<file path="src/rtl/gate_bist_pkg.sv">
// Shared definitions for the basic_gates BIST sequencer: state encoding,
// gate bit positions and the golden gate model.
package gate_bist_pkg;

  typedef enum logic [2:0] {
    ST_IDLE,
    ST_APPLY,
    ST_SETTLE,
    ST_CHECK,
    ST_DONE
  } state_e;

  localparam int GATE_W = 6;
  localparam int NAND_B = 5;
  localparam int AND_B  = 4;
  localparam int OR_B   = 3;
  localparam int NOT_B  = 2;
  localparam int XOR_B  = 1;
  localparam int NOR_B  = 0;

  function automatic logic [GATE_W-1:0] golden(input logic a, input logic b);
    logic [GATE_W-1:0] g;
    g         = '0;
    g[NAND_B] = ~(a & b);
    g[AND_B]  = a & b;
    g[OR_B]   = a | b;
    g[NOT_B]  = ~a;
    g[XOR_B]  = a ^ b;
    g[NOR_B]  = ~(a | b);
    return g;
  endfunction

endpackage

</file>
<file path="src/rtl/gate_bist_ctrl.sv">
// BIST sequencer: sweeps {a,b} over all four vectors PASSES times, samples the
// six gate outputs after SETTLE_CYCLES and accumulates mismatch statistics.
module gate_bist_ctrl
  import gate_bist_pkg::*;
#(
  parameter int SETTLE_CYCLES = 2,
  parameter int PASSES        = 1,
  parameter int ERR_W         = 4
) (
  input  logic              clk,
  input  logic              rst_n,
  input  logic              start,
  input  logic              abort,
  output logic              gate_a,
  output logic              gate_b,
  input  logic [GATE_W-1:0] gate_out,
  output logic              busy,
  output logic              done,
  output logic              pass,
  output logic [ERR_W-1:0]  err_count,
  output logic [3:0]        fail_vec,
  output logic [GATE_W-1:0] fail_mask
);

  localparam logic [3:0]       SETTLE_LD = 4'(SETTLE_CYCLES);
  localparam logic [3:0]       PASS_LIM  = 4'(PASSES);
  localparam logic [ERR_W-1:0] ERR_MAX   = '1;

  state_e             state_q, state_d;
  logic [1:0]         idx_q, idx_d;
  logic [3:0]         pass_cnt_q, pass_cnt_d;
  logic [3:0]         settle_q, settle_d;
  logic               gate_a_q, gate_a_d;
  logic               gate_b_q, gate_b_d;
  logic               pass_q, pass_d;
  logic [ERR_W-1:0]   err_q, err_d;
  logic [3:0]         fail_vec_q, fail_vec_d;
  logic [GATE_W-1:0]  fail_mask_q, fail_mask_d;
  logic [GATE_W-1:0]  mismatch;
  logic               running;

  assign running  = (state_q == ST_APPLY) || (state_q == ST_SETTLE) || (state_q == ST_CHECK);
  assign mismatch = gate_out ^ golden(gate_a_q, gate_b_q);

  // NOTE: every _d gets its _q as a default first so no path leaves a latch.
  always_comb begin
    state_d     = state_q;
    idx_d       = idx_q;
    pass_cnt_d  = pass_cnt_q;
    settle_d    = settle_q;
    gate_a_d    = gate_a_q;
    gate_b_d    = gate_b_q;
    pass_d      = pass_q;
    err_d       = err_q;
    fail_vec_d  = fail_vec_q;
    fail_mask_d = fail_mask_q;

    unique case (state_q)
      ST_IDLE: begin
        if (start && !abort) begin
          err_d                = '0;
          fail_vec_d           = '0;
          fail_mask_d          = '0;
          pass_d               = 1'b0;
          idx_d                = 2'd0;
          pass_cnt_d           = 4'd0;
          {gate_a_d, gate_b_d} = 2'b00;
          state_d              = ST_APPLY;
        end
      end
      ST_APPLY: begin
        settle_d = SETTLE_LD;
        state_d  = (SETTLE_CYCLES == 0) ? ST_CHECK : ST_SETTLE;
      end
      ST_SETTLE: begin
        if (settle_q <= 4'd1) state_d = ST_CHECK;
        else                  settle_d = settle_q - 4'd1;
      end
      ST_CHECK: begin
        if (|mismatch) begin
          if (err_q != ERR_MAX) err_d = err_q + 1'b1;
          fail_vec_d[idx_q] = 1'b1;
          fail_mask_d       = fail_mask_q | mismatch;
        end
        idx_d   = idx_q + 2'd1;
        state_d = ST_APPLY;
        {gate_a_d, gate_b_d} = idx_d;
        if (idx_q == 2'd3) begin
          pass_cnt_d = pass_cnt_q + 4'd1;
          if (pass_cnt_d == PASS_LIM) begin
            state_d              = ST_DONE;
            pass_d               = (err_d == '0);
            {gate_a_d, gate_b_d} = 2'b00;
          end
        end
      end
      ST_DONE: state_d = ST_IDLE;
      default: state_d = ST_IDLE;
    endcase

    // Abort keeps the partial statistics exactly as they stood before this cycle.
    if (abort && running) begin
      state_d              = ST_IDLE;
      pass_d               = 1'b0;
      {gate_a_d, gate_b_d} = 2'b00;
      err_d                = err_q;
      fail_vec_d           = fail_vec_q;
      fail_mask_d          = fail_mask_q;
    end
  end

  // NOTE: sequential state uses non-blocking assignments only; every flop,
  // counters included, has an explicit reset value.
  always_ff @(posedge clk or negedge rst_n) begin
    if (!rst_n) begin
      state_q     <= ST_IDLE;
      idx_q       <= 2'd0;
      pass_cnt_q  <= 4'd0;
      settle_q    <= 4'd0;
      gate_a_q    <= 1'b0;
      gate_b_q    <= 1'b0;
      pass_q      <= 1'b0;
      err_q       <= '0;
      fail_vec_q  <= '0;
      fail_mask_q <= '0;
    end else begin
      state_q     <= state_d;
      idx_q       <= idx_d;
      pass_cnt_q  <= pass_cnt_d;
      settle_q    <= settle_d;
      gate_a_q    <= gate_a_d;
      gate_b_q    <= gate_b_d;
      pass_q      <= pass_d;
      err_q       <= err_d;
      fail_vec_q  <= fail_vec_d;
      fail_mask_q <= fail_mask_d;
    end
  end

  assign gate_a    = gate_a_q;
  assign gate_b    = gate_b_q;
  assign busy      = running;
  assign done      = (state_q == ST_DONE);
  assign pass      = pass_q;
  assign err_count = err_q;
  assign fail_vec  = fail_vec_q;
  assign fail_mask = fail_mask_q;

endmodule

</file>
<file path="config.mk">
export PLATFORM = sky130hd
export DESIGN_NAME = gate_bist_ctrl
export DESIGN_NICKNAME = d
export VERILOG_FILES = /design/src/rtl/gate_bist_pkg.sv /design/src/rtl/gate_bist_ctrl.sv
export SDC_FILE = /design/constraint.sdc
export NUM_CORES = 1
export LEC_CHECK = 0
export CAP_MARGIN = 20
export CORE_MARGIN = 2
export CORE_UTILIZATION = 30
export CTS_BUF_LIST = sky130_fd_sc_hd__clkbuf_4
export CTS_CLUSTER_DIAMETER = 40
export DETAILED_ROUTE_END_ITERATION = 7
export GPL_TIMING_DRIVEN = 1
export PLACE_DENSITY_LB_ADDON = 0.3
export RECOVER_POWER = 25
export SYNTH_ARGS = -nofsm -noshare
export SYNTH_HDL_FRONTEND = slang
export SYNTH_SLANG_ARGS = --single-unit
</file>
<file path="constraint.sdc">
create_clock -name clk -period 2.4 [get_ports clk]
set_input_delay 0.48 -clock clk [delete_from_list [all_inputs] [get_ports clk]]
set_output_delay 0.48 -clock clk [all_outputs]
set_load 0.01 [all_outputs]
</file>
==> reports/qor.csv <==
metric,value,unit
status,completed,
ir_drop,0.2599,mV
post_cts_buffers,0,
r2r_slack,190,ps
hold_path.class,flop to flop,
r2r_start,gate_a,
min_from,fail_mask[0],
place_ws,-16.55,ps
synthCells,172,
grt_overflow_total,0,
grt_use_total,0.1318,
rsz0062_at_grt,false,
placed_cell_area,0.002153,mm^2
clk_pin_slew,100,ps
min_path_cells,2,
synth_top_area_share,0.4392,
ant_nets,0,
clock-root-buffer,clkbuf_4,
dr_total_vias,1374,
clk_path_buf_depth,2,
total_power,1.821,mW
slowest_delay,530,ps
synthArstFlopShare,1.000,
layout-drive-gt1-share,0.1442,
crit_chain,nor2_1 > and2_1 > clkdlybuf4s50_1,
syn_area_per_cell,9.937,um^2
synth_most_common_cell,dfrtp_1,
rows,27,
place_inst,279,
max_slew.worst_pin.slew,797.7,ps
numClockSinks,30,
post-dp-hpwl,2.742,mm
yosysWarnings,0,
final_cells,287,
dr_wl_met2,1.685,mm
skew,13.43,ps
yosysSeqAreaShare,0.4392,
ys_ff_latch,30,
pin_count,29,
vias_per_cell,4.787,
start_kind,flop,
clk_latency,330,ps
syn_area,0.001709,mm^2
fin_crit,2224,ps
htree_levels,2,
dieHeight,79.48,um
max_slew_margin,0.4682,
drc_errors,0,
dieArea,0.006317,mm^2
die_x,79.48,um
dr_wl_met3,170,um
met1_length,1.826,mm
initial_utilization,0.3104,
finalHoldViolCount,0,
final.period_utilization,0.9265,
synthFlopType,dfrtp_1,
critPathRequiredTime,1920,ps
cpMaxStageDelayCell,clkdlybuf4s50_1,
cp_max_fo,11,
synthTopCellsByArea,"dfrtp_1, ha_1, nor2_1, xnor2_1, a21oi_1",
fmax,0.4497,GHz
p_per_area,825.3,mW/mm^2
fin_ws,176.4,ps
r2r-end,pass,
cts_buffers,5,
drtIter0Drc,64,
antenna_cells,0,
gp_congestion,0.7245,
synth_top_area_cell,dfrtp_1,
crit_arrival,1740,ps
fill_cells,551,
max-cap-violations,0,
grt_pass1_wl,6.534,mm
core,0.005507,mm^2
cp-end-kind,primary output,
highest_layer,met4,
setup_viol,0,
worstSetupPathType,flop to primary output,
power.leakage,0.9854,nW
r2r_cells,7,
synthTopCellsByCount,"dfrtp_1, nor2_1, a21oi_1, ha_1, inv_1",
dr.pass1.iters,4,
wirelength,3.731,mm
tritoncts,done,
fin_area,0.002206,mm^2
nets,235,
synth-edff-count,0,
wire_per_inst,13.00,um
grt_max_degree,31,
grt_pass1_vias,1404,
antenna_found_initial,0,
slew_viol_final,0,
ys_types,46,
portBuffers,28,
syn2layout_area_growth,29.06,%
syn_nets,193,
holdPathEnd,fail_mask[0],
-- cell type report --
cell class                 count  area [um^2]  area share
timing repair buffer          41        375.4      0.1702
inverter                      10        37.54     0.01702
multi-input combinational    126        897.1      0.4067
clock buffer                   6        45.04     0.02042
clock inverter                 2        8.758    0.003970
sequential                    30        752.0      0.3409
tap                           72        90.09     0.04084
-- registers in the layout, summed over array words and instances (netlist names), 2 cells and up --
register	flops
err_count	4
fail_mask	6
fail_vec	4
idx_q	2
pass_cnt_q	4
settle_q	4
state_q	3
-- per-layer routing --
metal	global-route usage	vias to the layer above
li1	-	681
met3	0.03507	7
met2	0.2092	29
met1	0.1723	657
met4	0.04655	0
met5	0	-
-- report_power, final --
group | leakage [nW] | switching, mW | internal, mW
combinational | 0.554 | 0.362 | 0.398
sequential | 0.399 | 0.126 | 0.636
clock | 0.0331 | 0.177 | 0.121
total | 0.985 | 0.665 | 1.16
-- how the worst max path moves through the flow --
stage                start      endpoint  slack, ps  depth (start not counted)
6_report        state_q[1]          done        180                          3
5_1_grt         state_q[1]          done         60                          3
4_1_cts             gate_a          pass        110                          7
3_5_place_dp   gate_out[3]          pass        -20                          6
3_3_place_gp   gate_out[3]  err_count[3]         20                          7
2_1_floorplan       gate_a          pass        200                          7
-- cells by family after synthesis --
kind of cell,Yosys count,share of synthesized area
multiplexers,3,0.02123
flip-flops,30,0.4392
buffers and inverters,16,0.03587
XOR/XNOR,11,0.05637
adder cells (fa/ha/maj),12,0.08638
AND/OR/NAND/NOR,58,0.1720
AO/OA/AOI/OAI,42,0.1889
-- through the flow --
stage	setup TNS [ps]	utilization	hold WS, ps
floorplan	0	-	184.4
global placement	0	0.3910	476.7
detailed placement	-18.36	0.3910	484.9
CTS	0	0.4008	509.1
global route	0	0.4006	538.4
finish	0	0.4006	501.8
-- cells in the final DEF, fill, tap and decap left out, types with 2 or more instances in the layout --
| cell type | netlist | layout |
|---|---|---|
| clkbuf_4 | 0 | 6 |
| or3b_1 | 2 | 2 |
| nor2_1 | 29 | 29 |
| clkdlybuf4s50_1 | 0 | 27 |
| a21oi_1 | 11 | 11 |
| nand3_1 | 3 | 3 |
| inv_1 | 10 | 10 |
| nor3b_1 | 2 | 2 |
| ha_1 | 11 | 11 |
| nand2_1 | 6 | 6 |
| buf_4 | 0 | 12 |
| a22o_1 | 2 | 2 |
| dfrtp_1 | 30 | 29 |
| o21ai_0 | 9 | 9 |
| xnor2_1 | 7 | 7 |
| nand2b_1 | 4 | 4 |
| o21bai_1 | 2 | 2 |
| a32o_1 | 3 | 3 |
| nand3b_1 | 3 | 3 |
| xor2_1 | 4 | 4 |
| a21o_1 | 2 | 2 |
-- timing repair --
action | CTS | global route
hold buffers | 0 | 0
setup endpoints to repair | 0 | 2
gates resized for setup | 0 | 1
-- critical path, delay by kind of cell, from the launching register on --
kind / cells / cell delay [ps]
flip-flops: 1 / 500
AND/OR/NAND/NOR: 2 / 390
buffers and inverters: 1 / 530
Note: power is estimated with default switching activity, not from simulation.
